[src/rtl/bcd_display_scanner.sv]
// -----------------------------------------------------------------------------
// bcd_display_scanner
//
// Purpose:
//   Drives a 4-digit multiplexed decimal display from a 16-bit binary value.
//   A new value is accepted through a load/ready handshake and is held
//   pending. At the next frame boundary it is converted to BCD and latched.
//   The latched value is then scanned out one digit at a time, with
//   leading-zero blanking and an overflow indication. Because the displayed
//   value changes only at a frame boundary, a frame never mixes digits from
//   two values.
//
// Parameters:
//   DWELL     clock cycles each digit stays selected (2..65535)
//   BLANK_LZ  1 = blank leading zero digits 3..1, 0 = show all digits
//
// Ports:
//   clk          in   system clock, rising edge
//   reset_n      in   synchronous active-low reset
//   value_in     in   [15:0] binary value to display
//   load         in   request to accept value_in
//   ready        out  a load is accepted this cycle (no value pending)
//   digit_sel    out  [3:0] one-hot digit select, bit 0 = units
//   digit_bcd    out  [3:0] BCD code of the selected digit
//   digit_blank  out  selected digit must be unlit
//   overflow     out  displayed value is >= 10000
// -----------------------------------------------------------------------------
module bcd_display_scanner #(
    parameter int unsigned DWELL    = 50000,
    parameter bit          BLANK_LZ = 1'b1
) (
    input  logic        clk,
    input  logic        reset_n,
    input  logic [15:0] value_in,
    input  logic        load,
    output logic        ready,
    output logic [3:0]  digit_sel,
    output logic [3:0]  digit_bcd,
    output logic        digit_blank,
    output logic        overflow
);

    localparam logic [15:0] CNT_LAST = 16'(DWELL - 1);
    localparam logic [15:0] MAX_DEC  = 16'd10000;

    // Double-dabble conversion. Five BCD digits of scratch cover the whole
    // 16-bit range; only the low four are returned, because callers pass
    // values below 10000 only.
    function automatic logic [15:0] convert_to_bcd(input logic [15:0] bin);
        logic [19:0] bcd;
        bcd = 20'd0;
        for (int i = 15; i >= 0; i--) begin
            for (int d = 0; d < 5; d++) begin
                if (bcd[4*d +: 4] >= 4'd5) begin
                    bcd[4*d +: 4] = bcd[4*d +: 4] + 4'd3;
                end else begin
                    bcd[4*d +: 4] = bcd[4*d +: 4];
                end
            end
            bcd = {bcd[18:0], bin[i]};
        end
        return bcd[15:0];
    endfunction

    logic [15:0] r_cnt;
    logic [1:0]  r_idx;
    logic [15:0] r_pend_val;
    logic        r_pend_valid;
    logic [15:0] r_disp_bcd;
    logic        r_disp_ovf;

    logic        w_wrap;
    logic        w_frame_end;
    logic [3:0]  w_nibble;
    logic [3:0]  w_lz;

    assign w_wrap      = (r_cnt == CNT_LAST);
    assign w_frame_end = w_wrap && (r_idx == 2'd3);

    // Dwell counter and digit index: each digit held for DWELL cycles.
    always_ff @(posedge clk) begin
        if (!reset_n) begin
            r_cnt <= 16'd0;
            r_idx <= 2'd0;
        end else if (w_wrap) begin
            r_cnt <= 16'd0;
            r_idx <= r_idx + 2'd1;
        end else begin
            r_cnt <= r_cnt + 16'd1;
            r_idx <= r_idx;
        end
    end

    // Pending value handshake and frame-boundary update of the display.
    // A load that coincides with a boundary where nothing is pending only
    // becomes pending; it is shown at the following boundary.
    always_ff @(posedge clk) begin
        if (!reset_n) begin
            r_pend_val   <= 16'd0;
            r_pend_valid <= 1'b0;
            r_disp_bcd   <= 16'd0;
            r_disp_ovf   <= 1'b0;
        end else if (w_frame_end && r_pend_valid) begin
            r_pend_valid <= 1'b0;
            r_pend_val   <= r_pend_val;
            if (r_pend_val < MAX_DEC) begin
                r_disp_bcd <= convert_to_bcd(r_pend_val);
                r_disp_ovf <= 1'b0;
            end else begin
                // Keep the last valid digits; overflow forces all digits to F.
                r_disp_bcd <= r_disp_bcd;
                r_disp_ovf <= 1'b1;
            end
        end else if (load && !r_pend_valid) begin
            r_pend_val   <= value_in;
            r_pend_valid <= 1'b1;
            r_disp_bcd   <= r_disp_bcd;
            r_disp_ovf   <= r_disp_ovf;
        end else begin
            r_pend_val   <= r_pend_val;
            r_pend_valid <= r_pend_valid;
            r_disp_bcd   <= r_disp_bcd;
            r_disp_ovf   <= r_disp_ovf;
        end
    end

    // Leading-zero chain: w_lz[i] is set when digits 3 down to i are all zero.
    // Digit 0 never takes part, so a zero value still shows one "0".
    always_comb begin
        w_lz    = 4'b0000;
        w_lz[3] = (r_disp_bcd[15:12] == 4'd0);
        w_lz[2] = w_lz[3] && (r_disp_bcd[11:8] == 4'd0);
        w_lz[1] = w_lz[2] && (r_disp_bcd[7:4]  == 4'd0);
        w_lz[0] = 1'b0;
    end

    // Digit outputs, decoded purely from registered state.
    always_comb begin
        ready       = !r_pend_valid;
        digit_sel   = 4'b0001 << r_idx;
        overflow    = r_disp_ovf;
        w_nibble    = r_disp_bcd[{r_idx, 2'b00} +: 4];
        digit_bcd   = w_nibble;
        digit_blank = 1'b0;
        if (r_disp_ovf) begin
            digit_bcd   = 4'hF;
            digit_blank = 1'b0;
        end else begin
            digit_bcd   = w_nibble;
            digit_blank = BLANK_LZ && w_lz[r_idx];
        end
    end

endmodule

[config.mk]
export PLATFORM = sky130hd
export DESIGN_NAME = bcd_display_scanner
export DESIGN_NICKNAME = d
export VERILOG_FILES = /design/src/rtl/bcd_display_scanner.sv
export SDC_FILE = /design/constraint.sdc
export NUM_CORES = 1
export LEC_CHECK = 0
export ABC_CLOCK_PERIOD_IN_PS = 24500
export BUFFER_PORTS_ARGS = -buffer_cell sky130_fd_sc_hd__buf_4
export CAP_MARGIN = 10
export CORE_MARGIN = 1.5
export CORE_UTILIZATION = 30
export CTS_BUF_LIST = sky130_fd_sc_hd__clkbuf_16
export CTS_CLUSTER_DIAMETER = 80
export CTS_CLUSTER_SIZE = 8
export DETAILED_ROUTE_END_ITERATION = 16
export PLACE_DENSITY = 0.52
export SLEW_MARGIN = 20
export SYNTH_ARGS = -nofsm -noshare
export SYNTH_HDL_FRONTEND = slang
export SYNTH_SLANG_ARGS = --single-unit
export TNS_END_PERCENT = 30
[constraint.sdc]
create_clock -name clk -period 24.5 [get_ports clk]
set_clock_uncertainty 0.05 [all_clocks]
set_input_delay 2.45 -clock clk [delete_from_list [all_inputs] [get_ports clk]]
set_output_delay 2.45 -clock clk [all_outputs]
set_load 0.01 [all_outputs]
==> flow_metrics.py <==
metrics = {
    "run_status": {
        "status": "complete, no violations",
    },
    "final_layout": {
        "layout.nets": 1080,
        "seq_area_mm2": 0.00104,
        "instances_no_fill": 1350,
        "fill_cells": 2632,
        "insertedDiodeCount": 0,
        "fin_util": 0.329,
        "drive_gt1_frac": 0.128,
        "multi_input_area_mm2": 0.00596,
        "area_growth_syn_to_layout_pct": 7.59,
    },
    "sta": {
        "rsz0062_at_grt": "false",
        "finalHoldViolCount": 0,
        "finalSetupViolCount": 0,
        "finalCritPeriodShare": 0.544,
        "relSlewSlack": 0.268,
        "drv_slew": 0,
        "worst_pin_slew_ns": 1.09,
        "min_period_ns": 13.32,
        "fmax_ghz": 0.0751,
        "finalSetupTns_ns": 0,
    },
    "floorplanning": {
        "ioPinCount": 30,
        "die-area_mm2": 0.0258,
        "die_w_um": 161,
        "rows": 57,
        "initial_core_util": 0.306,
        "coreArea_mm2": 0.0244,
        "die_h_um": 161,
    },
    "setup_path": {
        "cp-end-kind": "register",
        "critPathRequiredTime_ns": 24.69,
        "path_max_fanout": 10,
        "cp_slowest_cell": "dfxtp_1",
        "crit_family": "simple AND/OR/NAND/NOR gates",
        "slowest_delay_ns": 0.53,
        "cp-start-kind": "register",
        "worstPathArrival_ns": 13.51,
        "critPathBufInv": 12,
        "cp_common_cell": "ha_1",
        "critPathKind": "register to register",
    },
    "yosys": {
        "synth_top_cell_by_area": "dfxtp_1",
        "synth_compound_gate_area_share": 0.386,
        "syn_nets": 1095,
        "synthArstFlopShare": 0,
        "synth_top_family_by_area": "compound AO/OA/AOI/OAI gates",
        "synth_warnings": 0,
        "synth_fa_ha_area_frac": 0.0630,
        "yosysMostFrequentCell": "nand2_1",
        "synth_edf_count": 0,
        "synth_area_mm2": 0.00747,
        "yosysUniqueCellTypes": 119,
        "syn_inst": 1040,
        "ys_seq_elements": 52,
        "synth_simple_gate_area_frac": 0.260,
        "synthMuxAreaShare": 0.0521,
        "synthFlopType": "dfxtp_1",
        "syn_avg_cell_area_um2": 7.18,
        "ys_top_cells_by_count": "nand2_1, nor2_1, a21oi_1",
        "synth_xor_area_frac": 0.0365,
        "ys_top_cells_by_area": "dfxtp_1, ha_1, nand2_1",
        "synth_top_area_frac": 0.139,
        "yosysSeqAreaShare": 0.139,
    },
    "clock_network": {
        "clkSinkCount": 52,
        "post_cts_resized": 0,
        "cts_root_buffer": "clkbuf_16",
        "cts.clk_slew.worst_paths_ns": 0.08,
        "cts-htree-levels": 2,
        "clockBufferDepth": 2,
        "cts_tree": "done",
        "cts_buffers": 5,
        "clock_latency_ns": 0.30,
        "cts_hold_buf": 0,
        "cts_setup_buffers": 0,
    },
    "run": {
        "maxCapViolations": 0,
    },
    "global_route": {
        "gr-total-overflow": 0,
        "first_global_vias": 6877,
        "grt_max_degree": 27,
        "grt_pass1_wl_um": 33100,
        "grtUsageTotal": 0.149,
        "antenna_found_initial": 0,
    },
    "routing": {
        "drc_errors": 0,
        "vias": 7662,
        "via_per_inst": 5.68,
        "firstDrtPassIters": 5,
        "drtAntennaViolNets": 0,
        "wirelength_um": 19600,
        "first_iter_violations": 410,
        "wl_per_cell_um": 14.5,
    },
    "placed_design": {
        "io_buffers": 29,
        "gp_congestion": 0.837,
        "dpl.cell_count": 1342,
        "hpwl_um": 14500,
    },
    "min_path": {
        "min_path_type": "register to register",
    },
}
-- kinds of logic (layout without fill, tap and decap cells) --
family / count (synthesis) / after routing
compound gates: 378 / 378
xor+xnor: 27 / 27
fa+ha+maj: 38 / 38
buf+inv: 119 / 105
flops: 52 / 52
mux: 32 / 32
simple gates: 394 / 394
-- metrics by stage --
step	area (um^2)	setup WS (ns)	hold slack (ns)
after global placement	7880	11.60	0.380
after detailed placement	7880	11.26	0.383
after floorplan	7470	12.68	0.363
final	8030	11.18	0.391
after global routing	8030	9.82	0.400
after CTS	8030	11.23	0.394
-- registers in the layout (all words and copies together), names as in the netlist --
register      count
r_cnt            16
r_pend_valid      1
r_idx             2
r_disp_bcd       16
r_pend_val       16
overflow          1
-- metal layers --
layer / track usage / vias to the layer above / share of wire
met1: 0.201 / 3576 / 0.50
met3: 0.0181 / 23 / 0.033
met4: 0.0362 / 0 / 0.016
met5: 0 / - / 0
met2: 0.252 / 153 / 0.45
li1: - / 3910 / -
-- area by class of cell --
type                       instances  area share
sequential                        52       0.130
clock inverter                     3     0.00296
timing repair buffer              31      0.0290
clock buffer                       5      0.0156
multi-input combinational        869       0.742
tap                              324      0.0505
inverter                          66      0.0308
-- placed cells by master (no fill, tap or decap), types with 19 or more instances in the layout --
| cell | synthesis | final |
|---|---|---|
| a211oi_1 | 23 | 23 |
| a31oi_1 | 19 | 19 |
| inv_1 | 60 | 60 |
| buf_4 | 2 | 31 |
| nand3_1 | 30 | 30 |
| nand2_1 | 107 | 107 |
| a21oi_1 | 65 | 65 |
| ha_1 | 36 | 36 |
| nor2_1 | 101 | 101 |
| nor3_1 | 35 | 35 |
| dfxtp_1 | 52 | 52 |
| o21ai_0 | 51 | 51 |
-- worst paths after layout --
kind                    endpoint            from  cells past startpoint  slack [ns]
setup / recovery  r_disp_bcd[14]  r_pend_val[13]                     67       11.18
hold / removal          r_cnt[0]        r_cnt[0]                      1        0.39
setup reg to reg  r_disp_bcd[14]  r_pend_val[13]                     67       11.18
hold reg to reg         r_cnt[0]        r_cnt[0]                      1        0.39
-- worst reg2reg max path: cells and delay by family, from the launching register on --
family	cells	cell delay [ns]
fa+ha+maj	14	3.33
flops	1	0.53
simple gates	21	3.80
xor+xnor	2	0.56
mux	2	0.51
compound gates	16	3.52
buf+inv	12	0.98
Power is not shown: default switching activity piles up to over one toggle a cycle in this logic, so the estimate is an artifact.
